==> src/rtl/store_unit_ctrl_pkg.sv <==
// Shared definitions for the store unit: store-control encodings, the drain
// FSM state type and the store-buffer entry layout.
package store_unit_ctrl_pkg;

  localparam int unsigned SU_ADDR_W = 32;
  localparam int unsigned SU_DATA_W = 32;
  localparam int unsigned SU_BE_W   = 4;

  // Store-control encodings presented by decode; anything else is a no-op.
  localparam logic [2:0] STR_NOP = 3'b000;
  localparam logic [2:0] STR_SB  = 3'b001;
  localparam logic [2:0] STR_SH  = 3'b010;
  localparam logic [2:0] STR_SW  = 3'b011;

  typedef enum logic [1:0] {
    ST_IDLE = 2'd0,
    ST_REQ  = 2'd1,
    ST_WAIT = 2'd2
  } su_state_e;

  typedef struct packed {
    logic [SU_ADDR_W-1:0] addr;   // word-aligned
    logic [SU_DATA_W-1:0] wdata;  // lane-replicated
    logic [SU_BE_W-1:0]   be;
  } su_entry_t;

endpackage

==> src/rtl/store_buffer_fifo.sv <==
// Generic synchronous FIFO of DEPTH entries of type entry_t.
// Ports: push/din write the tail, pop retires the head (dout), count is the
// registered occupancy, full/empty derive from it. Async active-low reset.
// Pushes while full and pops while empty are ignored.
module store_buffer_fifo #(
  parameter int unsigned DEPTH   = 4,
  parameter type         entry_t = logic [7:0],
  localparam int unsigned CNT_W  = $clog2(DEPTH + 1),
  localparam int unsigned PTR_W  = (DEPTH > 1) ? $clog2(DEPTH) : 1
) (
  input  logic             clk,
  input  logic             rst_n,
  input  logic             push,
  input  entry_t           din,
  input  logic             pop,
  output entry_t           dout,
  output logic [CNT_W-1:0] count,
  output logic             full,
  output logic             empty
);

  entry_t           mem_q [DEPTH];
  entry_t           mem_d [DEPTH];
  logic [PTR_W-1:0] wr_ptr_q, wr_ptr_d;
  logic [PTR_W-1:0] rd_ptr_q, rd_ptr_d;
  logic [CNT_W-1:0] count_q, count_d;
  logic             do_push, do_pop;

  assign full    = (count_q == CNT_W'(DEPTH));
  assign empty   = (count_q == '0);
  assign do_push = push && !full;
  assign do_pop  = pop && !empty;
  assign dout    = mem_q[rd_ptr_q];
  assign count   = count_q;

  always_comb begin
    mem_d    = mem_q;
    wr_ptr_d = wr_ptr_q;
    rd_ptr_d = rd_ptr_q;
    count_d  = count_q;
    if (do_push) begin
      mem_d[wr_ptr_q] = din;
      // Explicit wrap so DEPTH need not be a power of two.
      wr_ptr_d = (wr_ptr_q == PTR_W'(DEPTH - 1)) ? '0 : wr_ptr_q + 1'b1;
    end
    if (do_pop) begin
      rd_ptr_d = (rd_ptr_q == PTR_W'(DEPTH - 1)) ? '0 : rd_ptr_q + 1'b1;
    end
    if (do_push && !do_pop) begin
      count_d = count_q + 1'b1;
    end else if (do_pop && !do_push) begin
      count_d = count_q - 1'b1;
    end
  end

  always_ff @(posedge clk or negedge rst_n) begin
    if (!rst_n) begin
      for (int unsigned i = 0; i < DEPTH; i++) begin
        mem_q[i] <= '0;
      end
      wr_ptr_q <= '0;
      rd_ptr_q <= '0;
      count_q  <= '0;
    end else begin
      mem_q    <= mem_d;
      wr_ptr_q <= wr_ptr_d;
      rd_ptr_q <= rd_ptr_d;
      count_q  <= count_d;
    end
  end

endmodule

==> src/rtl/store_unit_ctrl.sv <==
// Store unit controller: turns decoded SB/SH/SW stores into word-aligned
// memory writes, buffers up to DEPTH of them, and drains them in program
// order over a req/gnt/done handshake.
// Ports: st_valid/st_ready/st_control/rs1_val/rs2_val/imm from execute;
// mem_req/mem_addr/mem_wdata/mem_be/mem_gnt/mem_done to data memory;
// misalign_err/err_addr report dropped misaligned stores;
// sb_empty/sb_count expose buffer occupancy.
module store_unit_ctrl
  import store_unit_ctrl_pkg::*;
#(
  parameter int unsigned DEPTH  = 4,
  parameter int unsigned ADDR_W = SU_ADDR_W,
  parameter int unsigned DATA_W = SU_DATA_W,
  localparam int unsigned CNT_W = $clog2(DEPTH + 1)
) (
  input  logic              clk,
  input  logic              rst_n,
  input  logic              st_valid,
  output logic              st_ready,
  input  logic [2:0]        st_control,
  input  logic [ADDR_W-1:0] rs1_val,
  input  logic [DATA_W-1:0] rs2_val,
  input  logic [11:0]       imm,
  output logic              mem_req,
  output logic [ADDR_W-1:0] mem_addr,
  output logic [DATA_W-1:0] mem_wdata,
  output logic [3:0]        mem_be,
  input  logic              mem_gnt,
  input  logic              mem_done,
  output logic              misalign_err,
  output logic [ADDR_W-1:0] err_addr,
  output logic              sb_empty,
  output logic [CNT_W-1:0]  sb_count
);

  logic [ADDR_W-1:0] ea;
  logic              is_sb, is_sh, is_sw;
  logic              accept, misalign, push, pop;
  su_entry_t         new_entry, head;
  logic [CNT_W-1:0]  count;
  logic              fifo_full, fifo_empty;

  su_state_e         state_q, state_d;
  logic              misalign_err_q, misalign_err_d;
  logic [ADDR_W-1:0] err_addr_q, err_addr_d;

  // Effective address wraps modulo 2^ADDR_W.
  assign ea       = rs1_val + {{(ADDR_W-12){imm[11]}}, imm};
  assign st_ready = !fifo_full;
  assign accept   = st_valid && st_ready;

  always_comb begin
    is_sb = 1'b0;
    is_sh = 1'b0;
    is_sw = 1'b0;
    case (st_control)
      STR_SB:  is_sb = 1'b1;
      STR_SH:  is_sh = 1'b1;
      STR_SW:  is_sw = 1'b1;
      default: ;
    endcase
  end

  assign misalign = (is_sh && ea[0]) || (is_sw && (ea[1:0] != 2'b00));
  assign push     = accept && (is_sb || is_sh || is_sw) && !misalign;

  always_comb begin
    new_entry      = '0;
    new_entry.addr = SU_ADDR_W'({ea[ADDR_W-1:2], 2'b00});
    if (is_sb) begin
      new_entry.be    = 4'b0001 << ea[1:0];
      new_entry.wdata = {4{rs2_val[7:0]}};
    end else if (is_sh) begin
      new_entry.be    = 4'b0011 << ea[1:0];
      new_entry.wdata = {2{rs2_val[15:0]}};
    end else begin
      new_entry.be    = 4'b1111;
      new_entry.wdata = SU_DATA_W'(rs2_val);
    end
  end

  assign pop = (state_q == ST_WAIT) && mem_done;

  store_buffer_fifo #(
    .DEPTH   (DEPTH),
    .entry_t (su_entry_t)
  ) u_fifo (
    .clk   (clk),
    .rst_n (rst_n),
    .push  (push),
    .din   (new_entry),
    .pop   (pop),
    .dout  (head),
    .count (count),
    .full  (fifo_full),
    .empty (fifo_empty)
  );

  always_comb begin
    misalign_err_d = accept && misalign;
    err_addr_d     = misalign_err_d ? ea : err_addr_q;
  end

  always_ff @(posedge clk or negedge rst_n) begin
    if (!rst_n) begin
      state_q        <= ST_IDLE;
      misalign_err_q <= 1'b0;
      err_addr_q     <= '0;
    end else begin
      state_q        <= state_d;
      misalign_err_q <= misalign_err_d;
      err_addr_q     <= err_addr_d;
    end
  end

  always_comb begin
    state_d = state_q;
    case (state_q)
      ST_IDLE: if (!fifo_empty) state_d = ST_REQ;
      ST_REQ:  if (mem_gnt)     state_d = ST_WAIT;
      ST_WAIT: begin
        // Occupancy after this pop is (count - 1 + push).
        if (mem_done) begin
          state_d = ((count > CNT_W'(1)) || push) ? ST_REQ : ST_IDLE;
        end
      end
      default: state_d = ST_IDLE;
    endcase
  end

  always_comb begin
    mem_req   = (state_q == ST_REQ);
    mem_addr  = ADDR_W'(head.addr);
    mem_wdata = DATA_W'(head.wdata);
    mem_be    = head.be;
  end

  assign misalign_err = misalign_err_q;
  assign err_addr     = err_addr_q;
  assign sb_count     = count;
  assign sb_empty     = fifo_empty && (state_q == ST_IDLE);

endmodule

==> config.mk <==
export PLATFORM = sky130hd
export DESIGN_NAME = store_unit_ctrl
export DESIGN_NICKNAME = d
export VERILOG_FILES = /design/src/rtl/store_unit_ctrl_pkg.sv /design/src/rtl/store_buffer_fifo.sv /design/src/rtl/store_unit_ctrl.sv
export SDC_FILE = /design/constraint.sdc
export NUM_CORES = 1
export LEC_CHECK = 0
export CAP_MARGIN = 20
export CORE_MARGIN = 2
export CORE_UTILIZATION = 56
export CTS_CLUSTER_SIZE = 25
export DETAILED_ROUTE_END_ITERATION = 16
export GPL_TIMING_DRIVEN = 0
export MAX_ROUTING_LAYER = met4
export PLACE_DENSITY = 0.8
export SLEW_MARGIN = 15
export SYNTH_ARGS = -nofsm -noshare
export SYNTH_HDL_FRONTEND = slang
export SYNTH_SLANG_ARGS = --single-unit
==> constraint.sdc <==
create_clock -name clk -period 2.5 [get_ports clk]
set_input_delay 0.375 -clock clk [delete_from_list [all_inputs] [get_ports clk]]
set_output_delay 0.375 -clock clk [all_outputs]
set_load 0.01 [all_outputs]
* Yosys cells after proc, flatten, opt, wreduce, memory -nomap -nowiden
Cells that the tools add are included.
Storage, ports and cells: register bits 314, bits in latches 0, RAM bits 0, bits in read-only memories 0, input bits 84, output and inout port bits 107, word-level logic and storage cells 89, memories 0
Operators by class: $add $sub $neg 5, multiply operators 0, divide/modulo/power cells 0, $lt $le $gt $ge 4, equality and inequality tests 11, shift operators 2, muxes and demuxes 20, bitwise operators 2, reduce and logical (&&, ||, !) cells 27
Operator list (number):
- 272-bit bitwise mux | 1
- 68-bit two-way mux | 3
- 68-bit binary-select mux with 2-bit select | 1
- 68-bit demux with 2-bit select | 1
- 36-bit two-way mux | 2
- 32-bit adder | 1
- 1-bit logical AND | 13
- 2-bit two-way mux | 5
- 2-bit == test, second input constant | 3
- 3-bit by 2-bit == test with 1-bit output, second input constant | 2
- 3-bit greater-or-equal comparator, second input constant | 2
- 3-bit two-way mux | 2
- 2-bit NOT with 3-bit output | 2
- 2-bit case mux with 3 select lines | 1
- 1-bit logical NOT | 5
- 2-bit by 1-bit adder with 2-bit output, second input constant | 2
- 1-bit logical OR | 4
- 1-bit two-way mux | 4
- 2-bit != test, second input constant | 2
- 2-bit nonzero test | 2
- 1-bit by 2-bit << shifter with 4-bit output, first input constant | 1
- 2-bit by 2-bit << shifter with 4-bit output, first input constant | 1
- 3-bit by 1-bit adder with 3-bit output, second input constant | 1
- 3-bit by 1-bit == test with 1-bit output, second input constant | 1
- other kinds (9) | 9

* Depth between registers and ports, before layout
Gate-level depths: netlist of the first run.
word-level depth 11, gate-level depth with buffers 12, depth with buffers taken out 10

* Modules after synthesis
Synthesis of the first run repeated with hierarchy kept, for this count alone.
Second synthesis, totals: cells, all modules 1129, area, all modules 15740.1 um2
By module, submodules not included:
- store_buffer_fifo | times used 1, cells each 696, area an instance 12112.9 um2, sequential area each 6981.7 um2
- store_unit_ctrl | times used 1, cells each 433, area an instance 3627.2 um2, sequential area each 875.8 um2

* Worst setup path before layout of the first run
Ideal clock, no wire load.
kind input to register, start in rs1_val[0], end reg u_fifo.mem_q[76] in the netlist's numbering, data arrival time 2.627 ns, setup slack -0.252 ns, stages on the path 11, buffers on the path 3, cell sequence ha_1 -> inv_1 -> fa_1 -> ha_1 -> o21ai_1 -> a21boi_2 -> buf_2 -> and2_1 -> buf_2 -> buf_2 -> mux2_2
Between the ends: cells in the longest elaborated chain, start to end 7, elaborated cells on any way between the ends 8, those cells by class 1 x add/sub; 7 x reduce/logical
Ends and longest elaborated chain:
- start: declaration | RTL line store_unit_ctrl.sv:21 | input logic [ADDR_W-1:0] rs1_val,
- 32-bit adder * | RTL line store_unit_ctrl.sv:48 | assign ea = rs1_val + {{(ADDR_W-12){imm[11]}}, imm};
- 2-bit nonzero test | RTL line store_unit_ctrl.sv:64 | assign misalign = (is_sh && ea[0]) || (is_sw && (ea[1:0] != 2'b00));
- 1-bit logical AND | RTL line store_unit_ctrl.sv:64
- 1-bit logical OR * | RTL line store_unit_ctrl.sv:64
- 1-bit logical NOT * | RTL line store_unit_ctrl.sv:65 | assign push = accept && (is_sb || is_sh || is_sw) && !misalign;
- 1-bit logical AND * | RTL line store_unit_ctrl.sv:65
- 1-bit logical AND * | RTL line store_buffer_fifo.sv:31 | assign do_push = push && !full;
- via u_fifo.do_push | RTL line store_buffer_fifo.sv:27 | logic do_push, do_pop;
- end signal: assignment | RTL line store_buffer_fifo.sv:65 | mem_q <= mem_d;
- end: declaration | RTL line store_buffer_fifo.sv:22 | entry_t mem_q [DEPTH];
The timed path passes the listed nets; every way through them passes the cells marked *. A chain may end at the register's enable or synchronous reset.

* Worst setup path after layout of the first run
start reg u_fifo.rd_ptr_q[0], end out mem_addr[28]
Between the ends: cells in the longest elaborated chain, start to end 4
Ends and longest elaborated chain:
- start: declaration | RTL line store_buffer_fifo.sv:25 | logic [PTR_W-1:0] rd_ptr_q, rd_ptr_d;
- start signal: assignment | RTL line store_buffer_fifo.sv:67 | rd_ptr_q <= rd_ptr_d;
- 2-bit NOT with 3-bit output (implied by the code) | RTL line store_buffer_fifo.sv:33 | assign dout = mem_q[rd_ptr_q];
- 68-bit binary-select mux with 2-bit select | RTL line store_buffer_fifo.sv:33
- 68-bit two-way mux (implied by the code) (2 in a row) | RTL line store_buffer_fifo.sv:33
- end: declaration | RTL line store_unit_ctrl.sv:25 | output logic [ADDR_W-1:0] mem_addr,
Every way passes these cells. The select of a mux whose other input is x is not followed.

==> flow_summary.ini, run 1 <==
[run_status]
status = finished with violations
violations = setup timing

[critical_path]
r2r_slack_ns = 0.05
crit_required_ns = 2.12
worst-path-buf-inv = 5
critPathSlowestCell = mux4_2
critical_path.max_stage_delay_ns = 0.53
cp-start-kind = flop
worstPathArrival_ns = 2.22
critical_path_class = reg -> out
crit_cells = 6
cpMostUsedCell = buf_12
r2r_end = u_fifo.mem_q[149]
reg2reg_from = u_fifo.count[1]
cp-end-kind = output port
crit_fanout = 8
critical_path.cell_chain = buf_12 -> buf_12 -> buf_12 -> buf_12 -> mux4_2 -> buf_6
cpLargestDelayFamily = buffers and inverters
r2r_cells = 9

[floorplanning]
rows = 61
die_x_um = 171
ios = 191
design.core.area_um2 = 27600
initial_core_util = 0.566
dieArea_um2 = 29300
die_y_um = 171

[power]
switching_share = 0.340
seq_power_share = 0.356
switchingPower_w = 0.00818
clkPwrFrac = 0.227
internal_power_w = 0.0159
power_leakage_nw = 9.20
powerDensity_nw_per_um2 = 1170
ir_worst_vdd_mv = 0.612
comb_power_share = 0.417

[synthesis]
yosysSeqAreaShare = 0.489
synth_top_area_frac = 0.489
synth_top_area_cell = dfrtp_1
synthTopCellsByCount = 306 x dfrtp_1, 286 x nand2_1, 234 x o21ai_0
synth_area_um2 = 15600
ys_ff_latch = 306
ys_warn_count = 0
synth_area_leaders = dfrtp_1 49%, mux4_2 9.5%, o21ai_0 7.5%, nand2_1 6.9%, mux2_2 3.9%
synth_most_common_cell = dfrtp_1
synth-async-reset-ratio = 1.00
synth.distinct_cells = 62
syn_avg_cell_area_um2 = 10.4
synth_edf_count = 0
syn_inst = 1509
synth-main-ff-cell = dfrtp_1

[run]
max_cap_violations = 0

[sta]
skew_ns = 0.0203
finalMaxSlewViolations = 0
worstMarginPinSlew_ns = 1.00
fmax_mhz = 386
relSlewSlack = 0.334
finalSetupTns_ns = -0.237
rsz0062_at_grt = yes
timing.final.crit_period_ns = 2.59
fin_crit_sh = 1.04
fin_ws_ns = -0.0915
setup-violations-final = 9
whs_ns = 0.394
final-hold-violation-count = 0

[clock_network]
clkTransAtPathRegs_ns = 0.07
worstSkewPairLatency_ns = 0.58
cts_buffers = 31
cts_root_buf = clkbuf_16
numClockSinks = 306
tritoncts = yes
clockBufferDepth = 3
cts-htree-levels = 1

[route]
first_pass_iters = 6
postRouteAntennaNets = 0
drc_errors = 0
wl_per_cell_um = 22.7
via_per_inst = 6.33
wl_um = 49300
drt_iter0_drc = 1478
vias = 13700

[cells_and_area]
syn2layout_area_growth_pct = 31.4
final_layout_size_suffix_gt1_frac = 0.218
layout.nets = 1897
multi_input_area_um2 = 7960
regArea_um2 = 7660
diodes = 0
fin_cells = 2170
fillerInstances = 1843

[global_routing]
grt_pass1_wl_um = 76600
use_met3 = 0.0511
met2_usage = 0.545
grt_max_degree = 110
antenna_found_initial = 0
grt_use_total = 0.350
top_usage_layer = met2
gr-total-overflow = 0
use_met1 = 0.473
grt_pass1_vias = 13700

[placed_design]
routabilityCongestion = 0.914
port_buffers = 188
dp_hpwl_um = 32700
preCtsSetupSlack_ns = -1.56
dpl.cell_count = 2078

[hold_path]
hp-class = in -> async
worst register-to-register path: cells and delay by family, from the launching register on:
kind | cells | cell delay, ns
AND/OR/NAND/NOR | 3 | 0.52
buffers and inverters | 3 | 0.73
flip-flops | 1 | 0.41
adder cells (fa/ha/maj) | 1 | 0.20
AO/OA/AOI/OAI | 2 | 0.42
power by group through the flow:
stage | combinational [W] | clock, W | sequential (W)
6_report | 0.0100 | 0.00547 | 0.00858
5_1_grt | 0.0108 | 0.00572 | 0.00876
4_1_cts | 0.00965 | 0.00548 | 0.00847
3_5_place_dp | 0.00947 | 0 | 0.00852
3_3_place_gp | 0.00921 | 0 | 0.00838
2_1_floorplan | 0.00530 | 0 | 0.00823
placed cells by master, fill, tap and decap left out, types with 20 or more instances in the layout:
cell type,netlist,final
dfrtp_1,306,305
nand2_1,286,281
o21ai_0,234,223
clkdlybuf4s50_1,0,115
nor2_1,75,72
mux4_2,66,66
a21oi_1,50,45
clkbuf_16,0,40
ha_1,45,39
nand3_1,37,36
buf_2,18,33
mux2_2,54,33
clkbuf_1,66,31
buf_4,2,26
nand4_1,23,23
buf_12,0,21
mux2_4,0,21
buf_6,1,20
how the worst max path moves through the flow:
stage,startpoint,to,slack [ns]
final,u_fifo.rd_ptr_q[0],mem_addr[28],-0.09
after detailed placement,rs1_val[0],u_fifo.mem_q[153],-1.56
after global routing,u_fifo.rd_ptr_q[0],mem_addr[28],-0.10
after global placement,rst_n,u_fifo.count[0],-11.68
after CTS,u_fifo.rd_ptr_q[0],mem_addr[21],-0.07
after floorplan,rs1_val[0],u_fifo.mem_q[76],-0.04
cell families after synthesis:
group,after synthesis,share of synthesized area
XOR/XNOR,25,0.0140
AND/OR/NAND/NOR,472,0.127
AO/OA/AOI/OAI,399,0.153
other,1,0.000240
flip-flops,306,0.489
buffers and inverters,119,0.0309
adder cells (fa/ha/maj),46,0.0373
multiplexers,141,0.148
cell type report:
class,instances,share of cell area
Tap cell,378,0.0230
Inverter,19,0.00347
Buffer,92,0.0387
Sequential cell,306,0.373
Multi-Input combinational cell,1085,0.387
Clock inverter,17,0.0159
Clock buffer,41,0.0435
Timing Repair Buffer,232,0.115
routing by layer:
| layer | vias up | wire (µm) |
|---|---|---|
| met3 | 160 | 4260 |
| met4 | 0 | 1950 |
| met1 | 6855 | 19700 |
| li1 | 5934 | - |
| met2 | 790 | 23300 |
| met5 | - | 0 |
repair_timing:
item,CTS,global route
endpoints found under the setup margin,367,290
hold buffers,1,0
hold endpoints to repair,95,0
setup buffers,35,5
pin swaps,18,15
gates cloned,2,0
gates resized for setup,338,80
state kept, by name (all words and copies together), names as in the netlist:
name,count
err_addr,32
misalign_err,1
state_q,2
u_fifo.count,3
u_fifo.mem_q,264
u_fifo.rd_ptr_q,2
u_fifo.wr_ptr_q,2
metrics by stage:
| step | util | power (W) | area (µm²) |
|---|---|---|---|
| after floorplan | - | 0.0135 | 15800 |
| after global placement | 0.657 | 0.0176 | 18100 |
| after CTS | 0.735 | 0.0236 | 20300 |
| after global routing | 0.744 | 0.0253 | 20600 |
| after detailed placement | 0.659 | 0.0180 | 18200 |
| final | 0.744 | 0.0241 | 20600 |
Note: power is estimated with default switching activity, not from simulation.
==> inputs of run 2 (changes only) <==
CTS_CLUSTER_DIAMETER = 80   (was default)
==> flow_summary.ini, run 2 (synthesized netlist as in run 1, its figures left out) <==
[run_status]
status = finished with violations
violations = setup timing

[power]
internal_power_w = 0.0137
switching_share = 0.359
total_power_w = 0.0214
powerDensity_nw_per_um2 = 1080
seq_power_share = 0.399
ir_worst_vdd_mv = 0.598
switchingPower_w = 0.00767
comb_power_share = 0.467
power_leakage_nw = 8.82
clkPwrFrac = 0.134

[cells_and_area]
largest_register_ffs = 264
final_cell_mix = 304 x dfrtp_1, 280 x nand2_1, 229 x o21ai_0
layout.nets = 1882
max_flop_register = u_fifo.mem_q
layout_commonest_cell = dfrtp_1
regArea_um2 = 7660
fillerInstances = 1994
syn2layout_area_growth_pct = 26.6
fin_cells = 2133
diodes = 0
final_layout_size_suffix_gt1_frac = 0.206
utilization = 0.717
multi_input_area_um2 = 8070

[critical_path]
cpLargestDelayFamily = buffers and inverters
crit_fanout = 8
critical_path_class = reg -> out
crit_required_ns = 2.12
worst-path-buf-inv = 5
critical_path.max_stage_delay_ns = 0.50
cpMostUsedCell = buf_12
worstPathArrival_ns = 2.20
critical_path.cell_chain = buf_12 -> buf_12 -> buf_12 -> buf_12 -> mux4_2 -> buf_6
cp-start-kind = flop
critPathSlowestCell = dfrtp_4
cp-end-kind = output port

[placed_design]
port_buffers = 188
dpl.cell_count = 2078
routabilityCongestion = 0.914
dp_hpwl_um = 32700

[run]
max_cap_violations = 0

[sta]
skew_ns = 0.0190
finalSetupTns_ns = -0.236
worstMarginPinSlew_ns = 1.03
finalMaxSlewViolations = 0
fmax_mhz = 388
whs_ns = 0.439
setup-violations-final = 6
fin_crit_sh = 1.03
final-hold-violation-count = 0
relSlewSlack = 0.312
timing.final.crit_period_ns = 2.58
fin_ws_ns = -0.0783
rsz0062_at_grt = yes

[clock_network]
clockBufferDepth = 3
clkTransAtPathRegs_ns = 0.10
cts_root_buf = clkbuf_16
numClockSinks = 306
cts-htree-levels = 1
cts_buffers = 16
worstSkewPairLatency_ns = 0.52
tritoncts = yes

[route]
wl_per_cell_um = 22.4
wl_um = 47800
drc_errors = 0
drt_iter0_drc = 1562
postRouteAntennaNets = 0
via_per_inst = 6.32
vias = 13500
first_pass_iters = 6

[global_routing]
gr-total-overflow = 0
grt_use_total = 0.339
grt_pass1_vias = 13300
grt_max_degree = 110
antenna_found_initial = 0
grt_pass1_wl_um = 74000

[floorplanning]
initial_core_util = 0.566
die_y_um = 171
dieArea_um2 = 29300
die_x_um = 171
rows = 61
design.core.area_um2 = 27600
ios = 191

[hold_path]
hp-class = in -> reg
-- run 2: power by group through the flow --
stage               clock (W)  sequential (W)  combinational, W
global placement            0         0.00838           0.00921
CTS                   0.00287         0.00845           0.00960
detailed placement          0         0.00852           0.00947
floorplan                   0         0.00823           0.00530
finish                0.00287         0.00852           0.00999
global route          0.00307         0.00874            0.0108
-- run 2: worst register-to-register path, cell delays in order (launching register included) --
cell,delay [ns]
dfrtp_1,0.42
inv_1,0.10
ha_1,0.23
nand2_2,0.13
and3_2,0.25
a21boi_4,0.21
buf_12,0.15
nand2_4,0.14
clkbuf_8,0.23
clkbuf_4,0.23
nand2_1,0.12
o21ai_0,0.10
-- run 2: worst paths after layout --
check                                         from                 end  slack [ns]  depth (start not counted)
max in group asynchronous                    rst_n  u_fifo.rd_ptr_q[0]        1.04                          3
worst min register to register         err_addr[5]         err_addr[5]        0.48                          2
worst max-delay path            u_fifo.rd_ptr_q[0]        mem_addr[28]       -0.08                          6
worst min-delay path                        imm[0]         err_addr[0]        0.44                          4
min in group asynchronous                    rst_n   u_fifo.mem_q[244]        0.46                          2
worst max register to register     u_fifo.count[0]   u_fifo.mem_q[218]        0.07                         11
-- run 2: metrics by stage --
stage          instance area (µm²)  worst slack, ns
2_1_floorplan                15800          -0.0373
3_3_place_gp                 18100           -11.68
3_5_place_dp                 18200            -1.56
4_1_cts                      19500          -0.0811
5_1_grt                      19800           -0.104
6_report                     19800          -0.0783
-- run 2: area by class of cell --
class / instances / share of cell area
Buffer: 91 / 0.0366
Clock buffer: 18 / 0.0217
Inverter: 19 / 0.00360
Timing Repair Buffer: 233 / 0.119
Tap cell: 378 / 0.0239
Clock inverter: 3 / 0.00126
Sequential cell: 306 / 0.387
Multi-Input combinational cell: 1085 / 0.407
-- run 2: per-layer routing --
| layer | track usage | share of wire | vias to the layer above |
|---|---|---|---|
| met5 | - | 0 | - |
| met4 | 0.126 | 0.038 | 0 |
| li1 | - | - | 5889 |
| met2 | 0.521 | 0.47 | 701 |
| met1 | 0.468 | 0.41 | 6762 |
| met3 | 0.0433 | 0.082 | 131 |
-- run 2: repair_timing --
action | 4_1_cts | 5_1_grt
hold endpoints to repair | 95 | 0
pin swaps | 17 | 14
setup buffers | 31 | 7
cloned | 4 | 0
gates resized for setup | 311 | 94
hold buffers | 1 | 0
endpoints found under the setup margin | 367 | 312
==> inputs of run 3 (changes only) <==
CORE_UTILIZATION = 58   (was 56)
CTS_BUF_LIST = sky130_fd_sc_hd__clkbuf_8   (was default)
PLACE_DENSITY = 0.83   (was 0.8)
==> flow_summary.ini, run 3 (synthesized netlist as in run 1, its figures left out) <==
[run_status]
status = finished with violations
violations = setup timing

[route]
wl_um = 49900
drc_errors = 0
vias = 13800
wl_per_cell_um = 23.7
first_pass_iters = 6
drt_iter0_drc = 1653
via_per_inst = 6.57
postRouteAntennaNets = 0

[critical_path]
worstPathArrival_ns = 2.25
crit_fanout = 8
cp-start-kind = flop
cp-end-kind = output port
critical_path.cell_chain = buf_8 -> buf_12 -> buf_12 -> buf_6 -> mux4_2 -> buf_6
worst-path-buf-inv = 5
r2r_end = u_fifo.mem_q[215]
r2r_slack_ns = 0.07
critPathSlowestCell = dfrtp_4
reg2reg_from = u_fifo.count[1]
r2r_cells = 11
cpLargestDelayFamily = buffers and inverters
critical_path_class = reg -> out
critical_path.max_stage_delay_ns = 0.53
crit_required_ns = 2.12

[cells_and_area]
regArea_um2 = 7660
max_flop_register = u_fifo.mem_q
layout.nets = 1890
multi_input_area_um2 = 8010
largest_register_ffs = 264
final_layout_size_suffix_gt1_frac = 0.207
syn2layout_area_growth_pct = 25.6
utilization = 0.735
layout_commonest_cell = dfrtp_1
fillerInstances = 1815
fin_cells = 2105
diodes = 0
final_cell_mix = 305 x dfrtp_1, 281 x nand2_1, 229 x o21ai_0

[run]
max_cap_violations = 0

[sta]
skew_ns = 0.0541
timing.final.crit_period_ns = 2.63
fmax_mhz = 380
fin_ws_ns = -0.129
rsz0062_at_grt = yes
finalMaxSlewViolations = 0
setup-violations-final = 56
relSlewSlack = 0.379
fin_crit_sh = 1.05
worstMarginPinSlew_ns = 0.931
final-hold-violation-count = 0

[clock_network]
cts_root_buf = clkbuf_8
clockBufferDepth = 3
clkTransAtPathRegs_ns = 0.15
worstSkewPairLatency_ns = 0.58
tritoncts = yes
cts-htree-levels = 1
numClockSinks = 306
cts_buffers = 16

[floorplanning]
rows = 60
design.core.area_um2 = 26700
die_y_um = 168
dieArea_um2 = 28300
die_x_um = 168
initial_core_util = 0.585
ios = 191

[power]
comb_power_share = 0.487
ir_worst_vdd_mv = 0.686
switchingPower_w = 0.00787
power_leakage_nw = 8.78
powerDensity_nw_per_um2 = 1070
seq_power_share = 0.406
clkPwrFrac = 0.107
internal_power_w = 0.0132
switching_share = 0.373

[placed_design]
port_buffers = 188
routabilityCongestion = 0.956
dpl.cell_count = 2042
dp_hpwl_um = 33300

[global_routing]
grt_use_total = 0.355
grt_pass1_wl_um = 76000
antenna_found_initial = 0
grt_max_degree = 91
gr-total-overflow = 0
grt_pass1_vias = 13700

[hold_path]
hp-class = in -> async
-- run 3: area by class of cell --
cell class              instances  area share
well taps                     341      0.0217
clock inverters                 4     0.00140
inverters                      19     0.00363
multi-input cells            1085       0.408
repair buffers                240       0.126
flip-flops and latches        306       0.390
clock buffers                  18      0.0126
plain buffers                  92      0.0373
-- run 3: power groups by stage --
stage | combinational [W] | clock, W | sequential, W
after floorplan | 0.00530 | 0 | 0.00823
after global placement | 0.00920 | 0 | 0.00837
after detailed placement | 0.00953 | 0 | 0.00854
after CTS | 0.00983 | 0.00224 | 0.00845
after global routing | 0.0110 | 0.00240 | 0.00877
final | 0.0103 | 0.00225 | 0.00857
-- run 3: timing repair --
| action | CTS | global route |
|---|---|---|
| gates cloned | 5 | 1 |
| buffers inserted | 34 | 10 |
| hold buffers | 1 | 0 |
| endpoints found under the hold margin | 73 | 0 |
| pin swaps | 14 | 9 |
| resized for setup | 327 | 90 |
| endpoints found under the setup margin | 368 | 262 |
-- run 3: worst max path at each step --
stage	cells past startpoint	end	startpoint	slack, ns
after floorplan	11	u_fifo.mem_q[76]	rs1_val[0]	-0.04
after global placement	1	misalign_err	rst_n	-11.63
after detailed placement	12	u_fifo.mem_q[220]	rs1_val[0]	-1.59
after CTS	6	mem_addr[29]	u_fifo.rd_ptr_q[0]	-0.14
after global routing	6	mem_addr[28]	u_fifo.rd_ptr_q[0]	-0.16
final	6	mem_addr[28]	u_fifo.rd_ptr_q[0]	-0.13
-- run 3: through the flow --
step	setup TNS [ns]	area, µm²	hold WS [ns]	setup WS, ns	total power, W
floorplan	-0.596	15800	0.0794	-0.0373	0.0135
global placement	-3944.55	18100	0.455	-11.63	0.0176
detailed placement	-408.66	18200	0.389	-1.59	0.0181
CTS	-3.59	19300	0.381	-0.139	0.0205
global route	-4.90	19600	0.411	-0.159	0.0221
finish	-3.56	19600	0.361	-0.129	0.0211
-- run 3: worst reg2reg max path, delay by kind of cell (launching register included) --
family          cells  cell delay (ns)
compound gates      1             0.20
simple gates        3             0.46
flops               1             0.43
mux                 1             0.31
fa+ha+maj           1             0.21
buf+inv             5             0.73
-- run 3: routing by layer --
layer | up-vias | track usage | share of wire
met5 | - | - | 0
met4 | 0 | 0.150 | 0.048
met3 | 195 | 0.0503 | 0.097
met2 | 909 | 0.557 | 0.47
met1 | 6832 | 0.469 | 0.38
li1 | 5890 | - | -
